`config.mk`:
```
export PLATFORM = sky130hd
export DESIGN_NAME = mem_port_arbiter
export DESIGN_NICKNAME = d
export VERILOG_FILES = /design/src/rtl/mem_port_arbiter.sv
export SDC_FILE = /design/constraint.sdc
export NUM_CORES = 1
export LEC_CHECK = 0
export CAP_MARGIN = 20
export CORE_MARGIN = 8
export CORE_UTILIZATION = 40
export CTS_CLUSTER_DIAMETER = 120
export DETAILED_ROUTE_END_ITERATION = 10
export DONT_BUFFER_PORTS = 1
export SYNTH_ARGS = -nofsm -noshare
export SYNTH_HDL_FRONTEND = slang
export SYNTH_SLANG_ARGS = --single-unit
```
`constraint.sdc`:
```
create_clock -name i_clk -period 1.7 [get_ports i_clk]
set_input_delay 0.34 -clock i_clk [delete_from_list [all_inputs] [get_ports i_clk]]
set_output_delay 0.34 -clock i_clk [all_outputs]
set_load 0.1 [all_outputs]
```
`src/rtl/mem_port_arbiter.sv`:
```
// Arbitrates one single-port memory between instruction fetch (IF) and load/store (MEM).
// Data wins by default; IF is forced after STARVE_MAX back-to-back data grants.
module mem_port_arbiter #(
    parameter int unsigned ADDR_W     = 32,
    parameter int unsigned DATA_W     = 32,
    parameter int unsigned STARVE_MAX = 4,
    parameter int unsigned TIMEOUT    = 255
) (
    input  logic              i_clk,
    input  logic              i_rst_n,
    input  logic              i_if_req,
    input  logic [ADDR_W-1:0] i_if_addr,
    output logic              o_if_ack,
    output logic [DATA_W-1:0] o_if_rdata,
    input  logic              i_d_req,
    input  logic              i_d_we,
    input  logic [ADDR_W-1:0] i_d_addr,
    input  logic [DATA_W-1:0] i_d_wdata,
    input  logic [2:0]        i_d_dmtype,
    output logic              o_d_ack,
    output logic [DATA_W-1:0] o_d_rdata,
    output logic              o_mem_req,
    output logic              o_mem_we,
    output logic [ADDR_W-1:0] o_mem_addr,
    output logic [DATA_W-1:0] o_mem_wdata,
    output logic [2:0]        o_mem_dmtype,
    input  logic              i_mem_ack,
    input  logic [DATA_W-1:0] i_mem_rdata,
    output logic              o_stall_if,
    output logic              o_stall_mem,
    output logic              o_timeout_err
);

    localparam int unsigned       SC_W       = $clog2(STARVE_MAX + 1);
    localparam logic [SC_W-1:0]   STARVE_LIM = SC_W'(STARVE_MAX);
    // Last BUSY cycle index: a transaction may occupy at most TIMEOUT BUSY cycles.
    localparam logic [7:0]        WD_LAST    = 8'(TIMEOUT - 1);
    localparam logic [DATA_W-1:0] ABORT_DATA = DATA_W'(32'hDEADBEEF);

    typedef enum logic [1:0] {StIdle, StBusyI, StBusyD, StResp} state_e;

    state_e            r_state, w_state_d;
    logic [ADDR_W-1:0] r_addr;
    logic              r_we;
    logic [DATA_W-1:0] r_wdata;
    logic [2:0]        r_dmtype;
    logic [SC_W-1:0]   r_starve_cnt;
    logic [7:0]        r_wd_cnt;
    logic              r_timeout_err;
    logic              r_if_ack, r_d_ack;
    logic [DATA_W-1:0] r_if_rdata, r_d_rdata;

    logic              w_busy, w_grant_d, w_grant_i, w_finish, w_expire;
    logic [DATA_W-1:0] w_resp_data;

    assign w_busy      = (r_state == StBusyI) || (r_state == StBusyD);
    // A mem_ack in the final BUSY cycle still wins over the watchdog.
    assign w_expire    = w_busy && !i_mem_ack && (r_wd_cnt == WD_LAST);
    assign w_resp_data = i_mem_ack ? i_mem_rdata : ABORT_DATA;

    always_comb begin
        w_state_d = r_state;
        w_grant_d = 1'b0;
        w_grant_i = 1'b0;
        w_finish  = 1'b0;
        unique case (r_state)
            StIdle: begin
                if (i_d_req && !(i_if_req && (r_starve_cnt >= STARVE_LIM))) begin
                    w_grant_d = 1'b1;
                    w_state_d = StBusyD;
                end else if (i_if_req) begin
                    w_grant_i = 1'b1;
                    w_state_d = StBusyI;
                end
            end
            StBusyI, StBusyD: begin
                if (i_mem_ack || w_expire) begin
                    w_finish  = 1'b1;
                    w_state_d = StResp;
                end
            end
            StResp:  w_state_d = StIdle;
            default: w_state_d = StIdle;
        endcase
    end

    always_ff @(posedge i_clk or negedge i_rst_n) begin
        if (!i_rst_n) begin
            r_state <= StIdle;
        end else begin
            r_state <= w_state_d;
        end
    end

    always_ff @(posedge i_clk or negedge i_rst_n) begin
        if (!i_rst_n) begin
            r_addr        <= '0;
            r_we          <= 1'b0;
            r_wdata       <= '0;
            r_dmtype      <= '0;
            r_starve_cnt  <= '0;
            r_wd_cnt      <= '0;
            r_timeout_err <= 1'b0;
            r_if_ack      <= 1'b0;
            r_d_ack       <= 1'b0;
            r_if_rdata    <= '0;
            r_d_rdata     <= '0;
        end else begin
            r_if_ack <= 1'b0;
            r_d_ack  <= 1'b0;

            if (w_grant_d) begin
                r_addr   <= i_d_addr;
                r_we     <= i_d_we;
                r_wdata  <= i_d_wdata;
                r_dmtype <= i_d_dmtype;
            end else if (w_grant_i) begin
                r_addr   <= i_if_addr;
                r_we     <= 1'b0;
                r_wdata  <= '0;
                r_dmtype <= '0;
            end

            if (w_grant_d || w_grant_i) begin
                r_wd_cnt <= '0;
            end else if (w_busy) begin
                r_wd_cnt <= r_wd_cnt + 8'd1;
            end

            if (w_grant_i) begin
                r_starve_cnt <= '0;
            end else if (w_grant_d && i_if_req && (r_starve_cnt < STARVE_LIM)) begin
                r_starve_cnt <= r_starve_cnt + SC_W'(1);
            end

            if (w_finish) begin
                if (r_state == StBusyI) begin
                    r_if_ack   <= 1'b1;
                    r_if_rdata <= w_resp_data;
                end else begin
                    r_d_ack    <= 1'b1;
                    r_d_rdata  <= w_resp_data;
                end
            end

            if (w_expire) begin
                r_timeout_err <= 1'b1;
            end
        end
    end

    assign o_mem_req     = w_busy;
    assign o_mem_we      = (r_state == StBusyD) && r_we;
    assign o_mem_addr    = r_addr;
    assign o_mem_wdata   = r_wdata;
    assign o_mem_dmtype  = r_dmtype;
    assign o_if_ack      = r_if_ack;
    assign o_if_rdata    = r_if_rdata;
    assign o_d_ack       = r_d_ack;
    assign o_d_rdata     = r_d_rdata;
    assign o_stall_if    = i_if_req & ~r_if_ack;
    assign o_stall_mem   = i_d_req & ~r_d_ack;
    assign o_timeout_err = r_timeout_err;

endmodule
```
### After elaboration in Yosys (flattened, before gate mapping)

Cells that the tools add are included.

| storage, ports and cells | value |
|---|---|
| output and inout port bits | 138 |
| flip-flop bits (word level) | 148 |
| word-level logic and storage cells | 75 |

| cells by class | value |
|---|---|
| reduce and logical (&&, ||, !) cells | 20 |
| order comparisons | 2 |
| add/subtract/negate cells | 2 |
| equality and inequality tests | 6 |
| bitwise operators | 5 |
| muxes and demuxes | 28 |

Operator list:

| operator | number |
|---|---|
| $mux 32 | 5 |
| $mux 8 | 2 |
| $mux 1 | 13 |
| $mux 3 | 4 |
| $add 8x1->8 const B | 1 |
| $eq 8x8->1 const B | 1 |
| $logic_and 1x1->1 | 7 |
| $mux 2 | 3 |
| $pmux 2 s3 | 1 |
| $reduce_and 2->1 | 3 |
| $reduce_bool 2->1 | 3 |
| $eq 2x2->1 const B | 2 |
| $add 3x1->3 const B | 1 |
| $ge 3x3->1 const B | 1 |
| $logic_or 1x1->1 | 3 |
| $lt 3x3->1 const B | 1 |
| $ne 3x3->1 const B | 1 |
| $not 1->1 | 3 |
| $and 1x1->1 | 2 |
| $eq 2x1->1 const B | 1 |
| $logic_not 1->1 | 2 |
| $logic_not 2->1 | 1 |
| $ne 2x2->1 const B | 1 |
| $reduce_or 2->1 | 1 |

### Longest topological paths before layout

| logic depth | value |
|---|---|
| word-level depth | 10 |
| depth in mapped cells | 8 |

### Least setup slack after synthesis

OpenSTA, ideal clock, no wires.

| timing path | value |
|---|---|
| path kind | register to output |
| from | register r_d_ack, in the netlist o_d_ack |
| to | output o_stall_mem |
| path buffers | 0 |
| arrival time | 2.211 ns |
| cell stages (with the launch flop) | 2 |
| path slack | -0.851 ns |
| cell sequence | dfrtp_1 > nor2b_1 |

| on the way | value |
|---|---|
| cells in the longest elaborated chain, start to end | 2 |

RTL lines:

| element | RTL line | text |
|---|---|---|
| start: declaration | 50 | `logic r_if_ack, r_d_ack;` |
| start signal: assignment | 105 | `r_d_ack <= 1'b0;` |
| start signal: assignment | 110 | `r_d_ack <= 1'b0;` |
| start signal: assignment | 141 | `r_d_ack <= 1'b1;` |
| $not 1->1 | 162 | `assign o_stall_mem = i_d_req & ~r_d_ack;` |
| $and 1x1->1 | 162 |  |
| end: declaration | 30 | `output logic o_stall_mem,` |

Every way passes these cells.

### Worst setup path after layout

| timing path | value |
|---|---|
| from | register r_state[1] |
| to | output o_mem_we |

| on the way | value |
|---|---|
| cells in the longest elaborated chain, start to end | 2 |

RTL lines:

| element | RTL line | text |
|---|---|---|
| start: declaration | 42 | `state_e r_state, w_state_d;` |
| start signal: assignment | 89 | `r_state <= StIdle;` |
| start signal: assignment | 91 | `r_state <= w_state_d;` |
| $eq 2x2->1 | 153 | `assign o_mem_we = (r_state == StBusyD) && r_we;` |
| $logic_and 1x1->1 | 153 |  |
| end: declaration | 23 | `output logic o_mem_we,` |

Every way passes these cells.

==> tab_implementation.tex <==
\begin{tabular}{lr}
\hline
Metric & Value \\
\hline
\multicolumn{2}{l}{\textbf{Worst setup path}} \\
\quad Largest driver fanout on the critical path & 3 \\
\quad Timing startpoint of the critical path & r\_state[1]\$\_DFFE\_PN0P\_ \\
\quad Dominant delay contributor by cell family on the critical path & flip-flops \\
\quad Path type of the worst setup path & register to primary output \\
\quad Reg-to-reg critical path startpoint & r\_state[1]\$\_DFFE\_PN0P\_ \\
\quad CP cell instances & buf\_4 > ha\_2 > and2\_4 > buf\_12 \\
\quad Endpoint type of the worst setup path & primary output \\
\quad Crit path DAT & 1.42 ns \\
\quad Data required, critical path & 1.36 ns \\
\quad Kind of start point of the critical path & register \\
\quad Bufs and invs on worst path & 2 \\
\quad Critical path's largest stage delay & 0.41 ns \\
\quad Cell type of the slowest stage on the worst timing path & dfrtp\_1 \\
\multicolumn{2}{l}{\textbf{Finish}} \\
\quad Antenna diode count & 0 \\
\quad Fraction of final layout cells sized beyond drive strength 1 & 0.377 \\
\quad Area of the multi-input gates & 0.00275 sq mm \\
\quad Summed area of non-filler cells in the final layout & 0.00910 sq mm \\
\quad Synth-to-Final Area Change & 35.2\% \\
\quad Commonest cells after routing, fill and taps aside & buf\_4 (151), dfrtp\_1 (146), a22o\_1 (54) \\
\quad Sequential Area & 0.00371 sq mm \\
\quad Nets & 898 \\
\quad Commonest non-fill, non-tap cell in the layout & buf\_4 \\
\quad Layout filler cell count & 1406 \\
\multicolumn{2}{l}{\textbf{STA}} \\
\quad Final Skew & 0.0142 ns \\
\quad RSZ-0062 raised after global routing & yes \\
\quad Final TNS setup & -1.18 ns \\
\quad Setup violators final & 50 \\
\quad Worst hold slack across all endpoints & -0.370 ns \\
\quad Relative max-transition margin & 0.656 \\
\quad Post-route clock period utilization & 1.04 \\
\quad Smallest setup slack after layout & -0.0606 ns \\
\quad Final critical-path required period & 1.76 ns \\
\quad Maximum achievable frequency & 0.568 GHz \\
\quad Slew of the pin with the lowest slew margin & 0.516 ns \\
\quad Final number of max-transition violations & 0 \\
\quad Final Hold Vio Count & 148 \\
\multicolumn{2}{l}{\textbf{Place}} \\
\quad Cell area after placement & 0.00820 sq mm \\
\quad DPL Wire Length & 14400 um \\
\quad Buffers added on ports & 0 \\
\quad Final weighted congestion in routability-driven placement & 0.846 \\
\multicolumn{2}{l}{\textbf{GRT}} \\
\quad Maximum number of pins on one net before global-route repair & 149 \\
\quad Number of antenna violations at the first check in global routing & 0 \\
\quad Met3 GRT Util & 0.0609 \\
\quad Busiest metal layer after global routing & met2 \\
\quad GRT Total Usage & 0.189 \\
\quad Met1 Usage GRT & 0.214 \\
\quad Final global-route overflow total & 0 \\
\quad Vias in the first global route & 5694 \\
\quad First-pass GRT wire length & 32300 um \\
\quad GR Util met2 & 0.324 \\
\multicolumn{2}{l}{\textbf{Floorplan}} \\
\quad Placeable core area & 0.0165 sq mm \\
\quad Starting density of the core & 0.408 \\
\quad Count of pins on the block boundary & 275 \\
\quad Die width & 146 um \\
\quad Number of core rows & 47 \\
\quad Floorplan die height & 146 um \\
\quad Die footprint & 0.0212 sq mm \\
\multicolumn{2}{l}{\textbf{CTS}} \\
\quad H-Tree Level Count & 4 \\
\quad Clock latency reported for the late side of the worst-skew pair & 0.42 ns \\
\quad Clock buffers created by TritonCTS & 17 \\
\quad Largest buffer count on any clock path & 2 \\
\quad Root buf cell & clkbuf\_16 \\
\quad Clock transition time at the flip-flop clock pins of the worst setup and hold paths & 0.06 ns \\
\quad TritonCTS clock tree & done \\
\quad Clock tree sinks & 148 \\
\quad Post-cts hold buffer count & 1 \\
\multicolumn{2}{l}{\textbf{Min path}} \\
\quad Worst min path class & input pin to asynchronous set/reset pin \\
\multicolumn{2}{l}{\textbf{Status}} \\
\quad Failing checks & hold timing, setup timing \\
\quad Status & finished with violations \\
\multicolumn{2}{l}{\textbf{Flow run}} \\
\quad Number of maximum-capacitance violations & 0 \\
\multicolumn{2}{l}{\textbf{Yosys}} \\
\quad Mean instance size in the synthesized netlist & 10.8 sq um \\
\quad Post-synthesis cell count & 623 \\
\quad Post-synth top area share & 0.550 \\
\quad Fraction of the yosys area taken by sequential cells & 0.550 \\
\quad Register bit count reported by yosys & 148 \\
\quad Count of warnings emitted by yosys & 0 \\
\quad Library cell with the largest summed area after synthesis & dfrtp\_1 \\
\quad Ranking of synthesized cells by area & dfrtp\_1 (55\%), a22o\_1 (7.0\%), a21oi\_2 (5.3\%) \\
\quad Number of distinct library cells after synthesis & 37 \\
\quad Mapped Nets & 766 \\
\quad Post-synthesis instance area & 0.00673 sq mm \\
\multicolumn{2}{l}{\textbf{Routing}} \\
\quad Total Routed Length & 21400 um \\
\quad Post-route DRC & 0 \\
\quad Routed via count & 5614 \\
\quad Violation count after the first detailed-routing iteration & 313 \\
\quad Post-route ant nets & 0 \\
\quad Average wire per cell in the routed design & 21.7 um \\
\quad Average vias per placed instance & 5.69 \\
\quad TritonRoute pass-1 iters & 5 \\
\hline
\end{tabular}
## worst paths after layout
kind / to / slack, ns / depth (start not counted)
min in group i_clk: o_mem_wdata[15]$_DFFE_PN0P_ / 0.05 / 1
max in group asynchronous: o_d_rdata[2]$_DFFE_PN0P_ / 1.90 / 0
hold reg to reg: o_mem_wdata[4]$_DFFE_PN0P_ / 0.50 / 1
setup reg to reg: o_if_rdata[15]$_DFFE_PN0P_ / -0.04 / 8
setup / recovery: o_mem_we / -0.06 / 4
hold / removal: o_mem_dmtype[2]$_DFFE_PN0P_ / -0.37 / 0
## kinds of logic after synthesis
| family | Yosys count | share of synthesized area |
|---|---|---|
| compound gates | 281 | 0.304 |
| xor+xnor | 4 | 0.00520 |
| fa+ha+maj | 6 | 0.0111 |
| buf+inv | 111 | 0.0760 |
| flops | 148 | 0.550 |
| mux | 1 | 0.00167 |
| simple gates | 72 | 0.0517 |
## per-layer routing
metal | up-vias | part of all wire | wire (um)
li1 | 2569 | - | -
met1 | 2738 | 0.39 | 8270
met2 | 267 | 0.50 | 10800
met3 | 40 | 0.081 | 1730
met4 | 0 | 0.028 | 599
met5 | - | 0 | 0
## synth_stat cells (all sizes together)
cell,count
nand3,3
inv,53
and3,1
ha,6
nor2b,3
a21oi,52
and2,3
o21ai,37
o21a,1
dfrtp,148
xnor2,1
nand2b,4
and4,2
o21bai,1
a31oi,34
a211oi,3
a21o,18
nand4,3
nand3b,1
nand2,6
clkbuf,20
nor2,42
o211ai,1
o22ai,48
buf,38
and3b,1
mux2,1
a22o,54
or3,3
xor2,3
o2111ai,32
## sequential cells by signal, summed over array words and instances (netlist names)
register / cells
r_starve_cnt: 3
o_mem_dmtype: 3
o_d_ack: 1
o_timeout_err: 1
r_we: 1
o_mem_wdata: 32
r_state: 2
r_wd_cnt: 8
o_d_rdata: 32
o_if_ack: 1
o_mem_addr: 32
o_if_rdata: 32
## stage by stage
step           utilization  instances  worst slack (ns)
6_report             0.551        987           -0.0606
2_1_floorplan            -        623            -0.118
4_1_cts              0.537        979           -0.0517
3_3_place_gp         0.496        943            0.0780
3_5_place_dp         0.496        943            0.0403
5_1_grt              0.551        987           -0.0997
## layout make-up
type	count	share of cell area
sequential	148	0.407
multi-input combinational	364	0.302
timing repair buffer	171	0.169
clock buffer	18	0.0482
tap	220	0.0302
inverter	53	0.0219
clock inverter	13	0.0214
## repair_timing
action | in CTS | in global routing
endpoints found under the hold margin | 149 | 148
resized for setup | 3 | 18
buffers inserted | 4 | 5
cloned | 0 | 4
setup endpoints to repair | 3 | 71
pin swaps | 1 | 19
Power is left out: the tool's default activity adds up to more than one toggle a clock period on the data nets, which glitch-free logic cannot reach.
